--- config.mk ---
export PLATFORM = sky130hd
export DESIGN_NAME = stopwatch_bcd_ctrl
export DESIGN_NICKNAME = d
export VERILOG_FILES = /design/src/rtl/stopwatch_bcd_ctrl.sv
export SDC_FILE = /design/constraint.sdc
export NUM_CORES = 1
export LEC_CHECK = 0
export BUFFER_PORTS_ARGS = -buffer_cell sky130_fd_sc_hd__buf_4
export CAP_MARGIN = 15
export CORE_MARGIN = 2
export CORE_UTILIZATION = 55
export CTS_CLUSTER_SIZE = 16
export DETAILED_ROUTE_END_ITERATION = 16
export PLACE_DENSITY_LB_ADDON = 0.25
export SKIP_CTS_REPAIR_TIMING = 1
export SYNTH_ARGS = -nofsm -noshare
export SYNTH_HDL_FRONTEND = slang
export SYNTH_HIERARCHICAL = 1
export SYNTH_SLANG_ARGS = --single-unit
--- constraint.sdc ---
create_clock -name clk_24m -period 2.5 [get_ports clk_24m]
set_input_delay 0.125 -clock clk_24m [delete_from_list [all_inputs] [get_ports clk_24m]]
set_output_delay 0.125 -clock clk_24m [all_outputs]
set_load 0.005 [all_outputs]
--- src/rtl/stopwatch_bcd_ctrl.sv ---
// stopwatch_bcd_ctrl
//   Stopwatch front end for the 4-digit seven-segment scan driver.
//   - Two debounced push-buttons: start/stop and clear.
//   - A start/pause/clear state machine.
//   - A cascaded 4-digit BCD time count, SS.hh, 10 ms resolution.
//
// Optional feature: define STOPWATCH_LAP_EN to add the lap key. A lap press
// while running freezes the displayed value. The live count keeps running
// underneath, and a second lap press shows the live count again.
//
// Parameters
//   TICK_DIV : clk_24m cycles per 10 ms count tick (2..2^20)
//   DEB_CNT  : cycles a synchronised key level must hold to be accepted (2..2^20)
//
// Ports
//   clk_24m     in   24 MHz system clock
//   rst_n       in   asynchronous active-low reset
//   key_start_n in   raw start/stop button, active-low, asynchronous
//   key_clr_n   in   raw clear button, active-low, asynchronous
//   key_lap_n   in   raw lap button, active-low, asynchronous (STOPWATCH_LAP_EN only)
//   bcd_digits  out  [3:0] hundredths, [7:4] tenths, [11:8] s units, [15:12] s tens
//   running     out  high while the state machine is in RUN
//   overflow    out  sticky; set when the count wraps from 99.99 to 00.00

// Key conditioning.
// The key passes through a 2-FF synchroniser and a level debouncer. The
// module emits a single-cycle press pulse on a debounced 1->0 edge. A key
// release produces no pulse.
// After reset, the key is not armed. It arms only once the key has been
// seen released for DEB_CNT cycles. This stops a key held through reset
// from being taken as a press.
module stopwatch_key_deb #(
  parameter int unsigned DEB_CNT = 240000
) (
  input  logic clk_24m,
  input  logic rst_n,
  input  logic key_n,
  output logic press
);
  localparam int unsigned CW = $clog2(DEB_CNT);
  localparam logic [CW-1:0] CNT_LAST = CW'(DEB_CNT - 1);

  logic          sync1, sync2, deb, deb_d, armed;
  logic [CW-1:0] cnt;

  always_ff @(posedge clk_24m or negedge rst_n) begin
    if (!rst_n) begin
      sync1 <= 1'b1;
      sync2 <= 1'b1;
      deb   <= 1'b1;
      deb_d <= 1'b1;
      armed <= 1'b0;
      cnt   <= '0;
      press <= 1'b0;
    end else begin
      sync1 <= key_n;
      sync2 <= sync1;
      deb_d <= deb;
      press <= armed & deb_d & ~deb;
      if (!armed) begin
        // Wait for a qualified release before any press can count.
        if (sync2) begin
          if (cnt == CNT_LAST) begin
            armed <= 1'b1;
            cnt   <= '0;
          end else begin
            cnt <= cnt + CW'(1);
          end
        end else begin
          cnt <= '0;
        end
      end else if (sync2 != deb) begin
        if (cnt == CNT_LAST) begin
          deb <= sync2;
          cnt <= '0;
        end else begin
          cnt <= cnt + CW'(1);
        end
      end else begin
        cnt <= '0;
      end
    end
  end
endmodule

module stopwatch_bcd_ctrl #(
  parameter int unsigned TICK_DIV = 240000,
  parameter int unsigned DEB_CNT  = 240000
) (
  input  logic        clk_24m,
  input  logic        rst_n,
  input  logic        key_start_n,
  input  logic        key_clr_n,
`ifdef STOPWATCH_LAP_EN
  input  logic        key_lap_n,
`endif
  output logic [15:0] bcd_digits,
  output logic        running,
  output logic        overflow
);
  localparam int unsigned PW = $clog2(TICK_DIV);
  localparam logic [PW-1:0] PRESC_LAST = PW'(TICK_DIV - 1);

  typedef enum logic [1:0] {ST_IDLE, ST_RUN, ST_PAUSE} state_t;

  state_t        state;
  logic [PW-1:0] presc;
  logic [15:0]   count;
  logic [16:0]   count_inc;
  logic          start_ev, clr_ev, tick;

  // Ripple the +1 from the hundredths digit upward. Returns {carry_out, digits}.
  // A carry out of the tens-of-seconds digit marks the wrap from 99.99.
  function automatic logic [16:0] bcd_inc(input logic [15:0] v);
    logic [15:0] r;
    logic        c;
    r = v;
    c = 1'b1;
    for (int i = 0; i < 4; i++) begin
      if (c) begin
        if (v[4*i +: 4] >= 4'd9) begin
          r[4*i +: 4] = 4'd0;
        end else begin
          r[4*i +: 4] = v[4*i +: 4] + 4'd1;
          c = 1'b0;
        end
      end
    end
    return {c, r};
  endfunction

  stopwatch_key_deb #(.DEB_CNT(DEB_CNT)) u_deb_start (
    .clk_24m (clk_24m),
    .rst_n   (rst_n),
    .key_n   (key_start_n),
    .press   (start_ev)
  );

  stopwatch_key_deb #(.DEB_CNT(DEB_CNT)) u_deb_clr (
    .clk_24m (clk_24m),
    .rst_n   (rst_n),
    .key_n   (key_clr_n),
    .press   (clr_ev)
  );

  assign tick      = (state == ST_RUN) && (presc == PRESC_LAST);
  assign count_inc = bcd_inc(count);

`ifdef STOPWATCH_LAP_EN
  logic        lap_ev, frozen;
  logic [15:0] snap;

  stopwatch_key_deb #(.DEB_CNT(DEB_CNT)) u_deb_lap (
    .clk_24m (clk_24m),
    .rst_n   (rst_n),
    .key_n   (key_lap_n),
    .press   (lap_ev)
  );

  assign bcd_digits = frozen ? snap : count;
`else
  assign bcd_digits = count;
`endif

  always_ff @(posedge clk_24m or negedge rst_n) begin
    if (!rst_n) begin
      state    <= ST_IDLE;
      running  <= 1'b0;
      overflow <= 1'b0;
      presc    <= '0;
      count    <= '0;
`ifdef STOPWATCH_LAP_EN
      frozen   <= 1'b0;
      snap     <= '0;
`endif
    end else if (clr_ev) begin
      // Clear wins over a simultaneous start press.
      state    <= ST_IDLE;
      running  <= 1'b0;
      overflow <= 1'b0;
      presc    <= '0;
      count    <= '0;
`ifdef STOPWATCH_LAP_EN
      frozen   <= 1'b0;
`endif
    end else begin
      if (start_ev) begin
        case (state)
          ST_IDLE:  begin state <= ST_RUN;   running <= 1'b1; end
          ST_RUN:   begin state <= ST_PAUSE; running <= 1'b0; end
          ST_PAUSE: begin state <= ST_RUN;   running <= 1'b1; end
          default:  begin state <= ST_IDLE;  running <= 1'b0; end
        endcase
      end
      // The prescaler holds in PAUSE so a resume finishes the partial tick.
      if (state == ST_RUN) begin
        if (tick) begin
          presc <= '0;
          count <= count_inc[15:0];
          if (count_inc[16]) overflow <= 1'b1;
        end else begin
          presc <= presc + PW'(1);
        end
      end else if (state == ST_IDLE) begin
        presc <= '0;
      end
`ifdef STOPWATCH_LAP_EN
      // The snapshot is the value on display when the lap press lands.
      if (lap_ev && (state == ST_RUN)) begin
        frozen <= ~frozen;
        if (!frozen) snap <= count;
      end
`endif
    end
  end
endmodule

==> reports/metrics.cfg, run 1 <==
[worst_setup_path]
rr_worst_depth = 7
timing.rr.start = bcd_digits[0]
crit_fanout = 7
setup.worst_path.end_class = flip-flop
path_delay_family = simple AND/OR/NAND/NOR gates
crit_type = reg -> reg
cp.required_ns = 2.79
path_cells = inv_1 -> ha_1 -> or3b_1 -> and3_1 -> nand4_4 -> or4_1 -> a21oi_1
critPathSlowestCell = or4_1
arrival_ns = 2.40
path_buf_inv = 1
timing.critical_path.slowest_cell_delay_ns = 0.49
rrSetupSlack_ns = 0.39
r2r_end = bcd_digits[15]
start_kind = flip-flop

[drt]
vias = 3628
drtIter0Drc = 174
drc = 0
wl_per_cell_um = 15.2
first_pass_iters = 5
final_antenna_net_count = 0
totalWireLength_um = 9310
via_per_inst = 5.93

[finish]
final_cell_mix = 77 x dfrtp_1, 45 x nor2_1, 42 x nand3_1
stdcell_count = 612
final_common_cell = dfrtp_1
utilization = 0.625
fillers = 646
num_antenna_cells = 0
syn2layout_area_growth_pct = 11.1
fin_area_um2 = 5090
nets = 521
drive_gt1_frac = 0.154

[power_and_ir_drop]
clock_power_share = 0.418
p_int_mw = 1.97
p_leak_nw = 2.18
powerDensity_nw_per_um2 = 497
swShare = 0.221
combinationalPowerShare = 0.029
seq_power_share = 0.553
p_switching_mw = 0.558
ir_worst_vdd_mv = 0.305

[floorplan]
die_h_um = 95.2
ios = 22
core_area_um2 = 8130
rows = 33
die_width_um = 95.2
start_util = 0.563
die-area_um2 = 9070

[global_route]
gr-usage-all-layers = 0.218
antenna_found_initial = 0
grt-ovfl-total = 0
met1_usage = 0.283
grt_max_degree = 83
grt_pass1_vias = 3381
busiest_layer = met2
grt_pass1_wl_um = 15600
grtUsageMet3 = 0.0292
met2_usage = 0.368

[min_path]
hp-class = in -> async

[logic_synthesis]
synth.distinct_cells = 66
synth-async-reset-ratio = 1.00
avgSynthCellArea_um2 = 9.76
syn_area_um2 = 4580
synthCells = 469
synth_edf_count = 0
synth-seq-area-share = 0.467
ys.flop_type = dfrtp_1
ys_seq_elements = 85
syn_nets = 488
synth_warnings = 6

[job]
cap_violations = 0

[sta]
slew_headroom = 0.327
setup_viol = 0
hold_viol_final = 77
timing.hold.ws_ns = -0.0622
fin_crit_sh = 0.842
setup_tns_ns = 0
fin_crit_ns = 2.11
rsz0062_at_grt = false
drv_slew = 0
tightest_slew_ns = 1.01
clock.fmax_mhz = 475
skew_ns = 0.0135

[place]
dp_hpwl_um = 6330
io_buffers = 21
placedCellCount = 594
dpl_cell_area_um2 = 4850
gp_congestion = 0.860

[clock_network]
clk_pin_slew_worst_paths_ns = 0.09
worstSkewPairLatency_ns = 0.36
cts_tree = done
clockRootBuffer = clkbuf_8
cts_made_buffers = 9
cts-htree-levels = 3
clockBufferDepth = 2
clock_sinks = 85

[outcome]
failed_checks = negative hold slack
outcome = finished, violations left

==> per-layer routing <==
layer	vias to the layer above	routed length [um]	part of all wire
met3	14	352	0.038
met1	1763	4180	0.45
met2	87	4620	0.50
met5	-	0	0
li1	1764	-	-
met4	0	157	0.017
==> synthesized netlist by cell type, types with 3 or more instances <==
| cell | count | area (um^2) |
|---|---|---|
| a21oi_1 | 18 | 90.1 |
| a31oi_1 | 5 | 31.3 |
| and2_1 | 8 | 50.1 |
| and3_1 | 5 | 31.3 |
| and4_1 | 5 | 43.8 |
| and4b_1 | 3 | 30.0 |
| buf_2 | 3 | 15.0 |
| buf_4 | 3 | 22.5 |
| buf_6 | 3 | 33.8 |
| dfrtp_1 | 77 | 1930 |
| dfstp_2 | 8 | 210 |
| ha_1 | 15 | 188 |
| inv_1 | 22 | 82.6 |
| mux2i_1 | 3 | 30.0 |
| nand2_1 | 37 | 139 |
| nand3_1 | 42 | 210 |
| nand4_1 | 22 | 138 |
| nor2_1 | 45 | 169 |
| nor3_1 | 7 | 35.0 |
| nor4_1 | 12 | 75.1 |
| nor4bb_1 | 4 | 40.0 |
| o21ai_0 | 23 | 115 |
| o31ai_1 | 8 | 60.1 |
| or3_1 | 7 | 43.8 |
| xnor2_1 | 17 | 149 |
| xor2_1 | 14 | 123 |
==> state kept, by name, indices dropped and copies added (netlist names), 2 cells and up <==
register	flops
state	2
u_deb_start/cnt	18
u_deb_clr/cnt	18
presc	18
bcd_digits	16
==> logic make-up after synthesis <==
logic type               after synthesis  share of synthesized area
buffers and inverters                 36                     0.0421
XOR/XNOR                              31                     0.0593
AND/OR/NAND/NOR                      219                      0.271
flip-flops                            85                      0.467
multiplexers                           5                     0.0115
adder cells (fa/ha/maj)               15                     0.0410
AO/OA/AOI/OAI                         78                      0.108
==> metrics by stage <==
step / total power [mW] / hold WS [ns] / setup slack (ns)
2_1_floorplan: 1.46 / -0.171 / 0.555
3_3_place_gp: 1.50 / 0.234 / 0.502
3_5_place_dp: 1.50 / 0.234 / 0.420
4_1_cts: 2.56 / -0.139 / 0.400
5_1_grt: 2.63 / 0.0367 / 0.244
6_report: 2.53 / -0.0622 / 0.395
==> area by class of cell <==
| class | count | area [um^2] | area share |
|---|---|---|---|
| tap | 105 | 131 | 0.0258 |
| inverter | 23 | 86.3 | 0.0170 |
| clock inverter | 6 | 87.6 | 0.0172 |
| clock buffer | 10 | 128 | 0.0251 |
| sequential | 85 | 2140 | 0.420 |
| timing repair buffer | 35 | 268 | 0.0526 |
| multi-input combinational | 348 | 2250 | 0.442 |
==> worst max path at each step <==
stage / start / endpoint / depth (start not counted)
global placement: bcd_digits[8] / bcd_digits[10] / 7
CTS: presc[7] / presc[11] / 6
finish: bcd_digits[0] / bcd_digits[15] / 7
detailed placement: presc[7] / presc[11] / 6
floorplan: bcd_digits[0] / bcd_digits[2] / 5
global route: presc[0] / bcd_digits[2] / 6
==> power groups by stage <==
| stage | clock network (mW) | registers [mW] | logic, mW |
|---|---|---|---|
| floorplan | 0 | 1.42 | 0.0341 |
| global placement | 0 | 1.42 | 0.0725 |
| detailed placement | 0 | 1.43 | 0.0740 |
| CTS | 1.08 | 1.40 | 0.0739 |
| global route | 1.14 | 1.40 | 0.0847 |
| finish | 1.06 | 1.40 | 0.0735 |
No activity file was read; power rests on OpenSTA's default activity.
==> run 2: changes to the inputs <==
==> constraint.sdc (replaced) <==
create_clock -name clk_24m -period 2.05 [get_ports clk_24m]
set_input_delay 0.1025 -clock clk_24m [delete_from_list [all_inputs] [get_ports clk_24m]]
set_output_delay 0.1025 -clock clk_24m [all_outputs]
set_load 0.005 [all_outputs]
==> run 2 against run 1 <==
Net effect: the run now ends clean; total power rose by 23%; clock-buffer cell count grew 1; maximum frequency grew 6.9%; die area did not move; non-clock buffer count up 10; first-iteration DRC count fell by 0.57%; highest routed layer unchanged.
==> reports/metrics.cfg, run 2 (synthesis results as in run 1) <==
[outcome]
outcome = finished, final reports clean

[job]
cap_violations = 0

[place]
dp_hpwl_um = 6570
gp_congestion = 0.918
place_ws_ns = 0.0492
placedCellCount = 603
io_buffers = 21
dpl_cell_area_um2 = 4930

[finish]
num_antenna_cells = 0
utilization = 0.641
final_cell_mix = 76 x dfrtp_1, 45 x nor2_1, 42 x nand3_1
syn2layout_area_growth_pct = 13.8
stdcell_count = 621
reg_top3 = presc (18), u_deb_clr/cnt (18), u_deb_start/cnt (18)
drive_gt1_frac = 0.178
multi_input_area_um2 = 2280
nets = 531
fillers = 636
fin_area_um2 = 5210
seqCellArea_um2 = 2140
final_common_cell = dfrtp_1

[worst_setup_path]
arrival_ns = 2.26
start_kind = flip-flop
crit_type = reg -> reg
crit_fanout = 4
cp.required_ns = 2.34
setup.worst_path.end_class = flip-flop

[clock_network]
clockBufferDepth = 2
worstSkewPairLatency_ns = 0.35
clock_sinks = 85
clockRootBuffer = clkbuf_8
cts_made_buffers = 9
clk_pin_slew_worst_paths_ns = 0.09
cts-htree-levels = 3
cts_tree = done

[global_route]
grt-ovfl-total = 0
grt_pass1_vias = 3380
grt_pass1_wl_um = 15900
antenna_found_initial = 0
gr-usage-all-layers = 0.223
grt_max_degree = 51

[drt]
final_antenna_net_count = 0
first_pass_iters = 4
drtIter0Drc = 173
via_per_inst = 5.84
totalWireLength_um = 9460
wl_per_cell_um = 15.2
vias = 3624
drc = 0

[floorplan]
die_width_um = 95.2
die_h_um = 95.2
ios = 22
core_area_um2 = 8130
rows = 33
die-area_um2 = 9070
start_util = 0.563

[sta]
rsz0062_at_grt = false
worst_slack_ns = 0.0810
tightest_slew_ns = 0.698
setup_viol = 0
slew_headroom = 0.530
skew_ns = 0.0130
setup_tns_ns = 0
clock.fmax_mhz = 508
fin_crit_sh = 0.960
timing.hold.ws_ns = 0.248
hold_viol_final = 0
fin_crit_ns = 1.97
drv_slew = 0

[power_and_ir_drop]
power_mw = 3.11
ir_worst_vdd_mv = 0.441
p_leak_nw = 2.24
powerDensity_nw_per_um2 = 598

[min_path]
hp-class = in -> async

==> run 2: layer usage <==
| metal | track usage | vias to the layer above | part of all wire |
|---|---|---|---|
| met5 | 0 | - | 0 |
| met4 | 0.0797 | 0 | 0.017 |
| met3 | 0.0316 | 14 | 0.024 |
| met2 | 0.350 | 58 | 0.48 |
| met1 | 0.315 | 1775 | 0.48 |
| li1 | - | 1777 | - |
==> run 2: final cells by class <==
class                      count  share of cell area
inverter                      23              0.0166
sequential                    85               0.410
timing repair buffer          45              0.0687
clock buffer                  11              0.0271
tap                          105              0.0252
multi-input combinational    348               0.438
clock inverter                 4              0.0139
==> run 2: report_power, final <==
| part | internal [mW] | switching (mW) |
|---|---|---|
| Clock | 0.712 | 0.601 |
| Sequential | 1.69 | 0.0135 |
| Combinational | 0.0319 | 0.0641 |
| Total | 2.44 | 0.678 |
==> run 2: worst max-delay path: stages, from the launching register on <==
cell and delay, ns:
dfrtp_1 0.42, ha_1 0.22, or3b_1 0.41, and2_1 0.19
or4b_4 0.52, a21oi_2 0.16
==> run 2: path summary, 6_finish.rpt <==
check / startpoint / endpoint / slack (ns) / depth (start not counted)
setup / recovery: bcd_digits[0] / bcd_digits[2] / 0.08 / 5
max in group asynchronous: rst_n / u_deb_clr/deb_d / 1.12 / 3
setup reg to reg: bcd_digits[0] / bcd_digits[2] / 0.08 / 5
hold reg to reg: u_deb_clr/sync1 / u_deb_clr/sync2 / 0.36 / 0
hold / removal: rst_n / presc[10] / 0.25 / 2
min in group clk_24m: u_deb_clr/sync1 / u_deb_clr/sync2 / 0.36 / 0
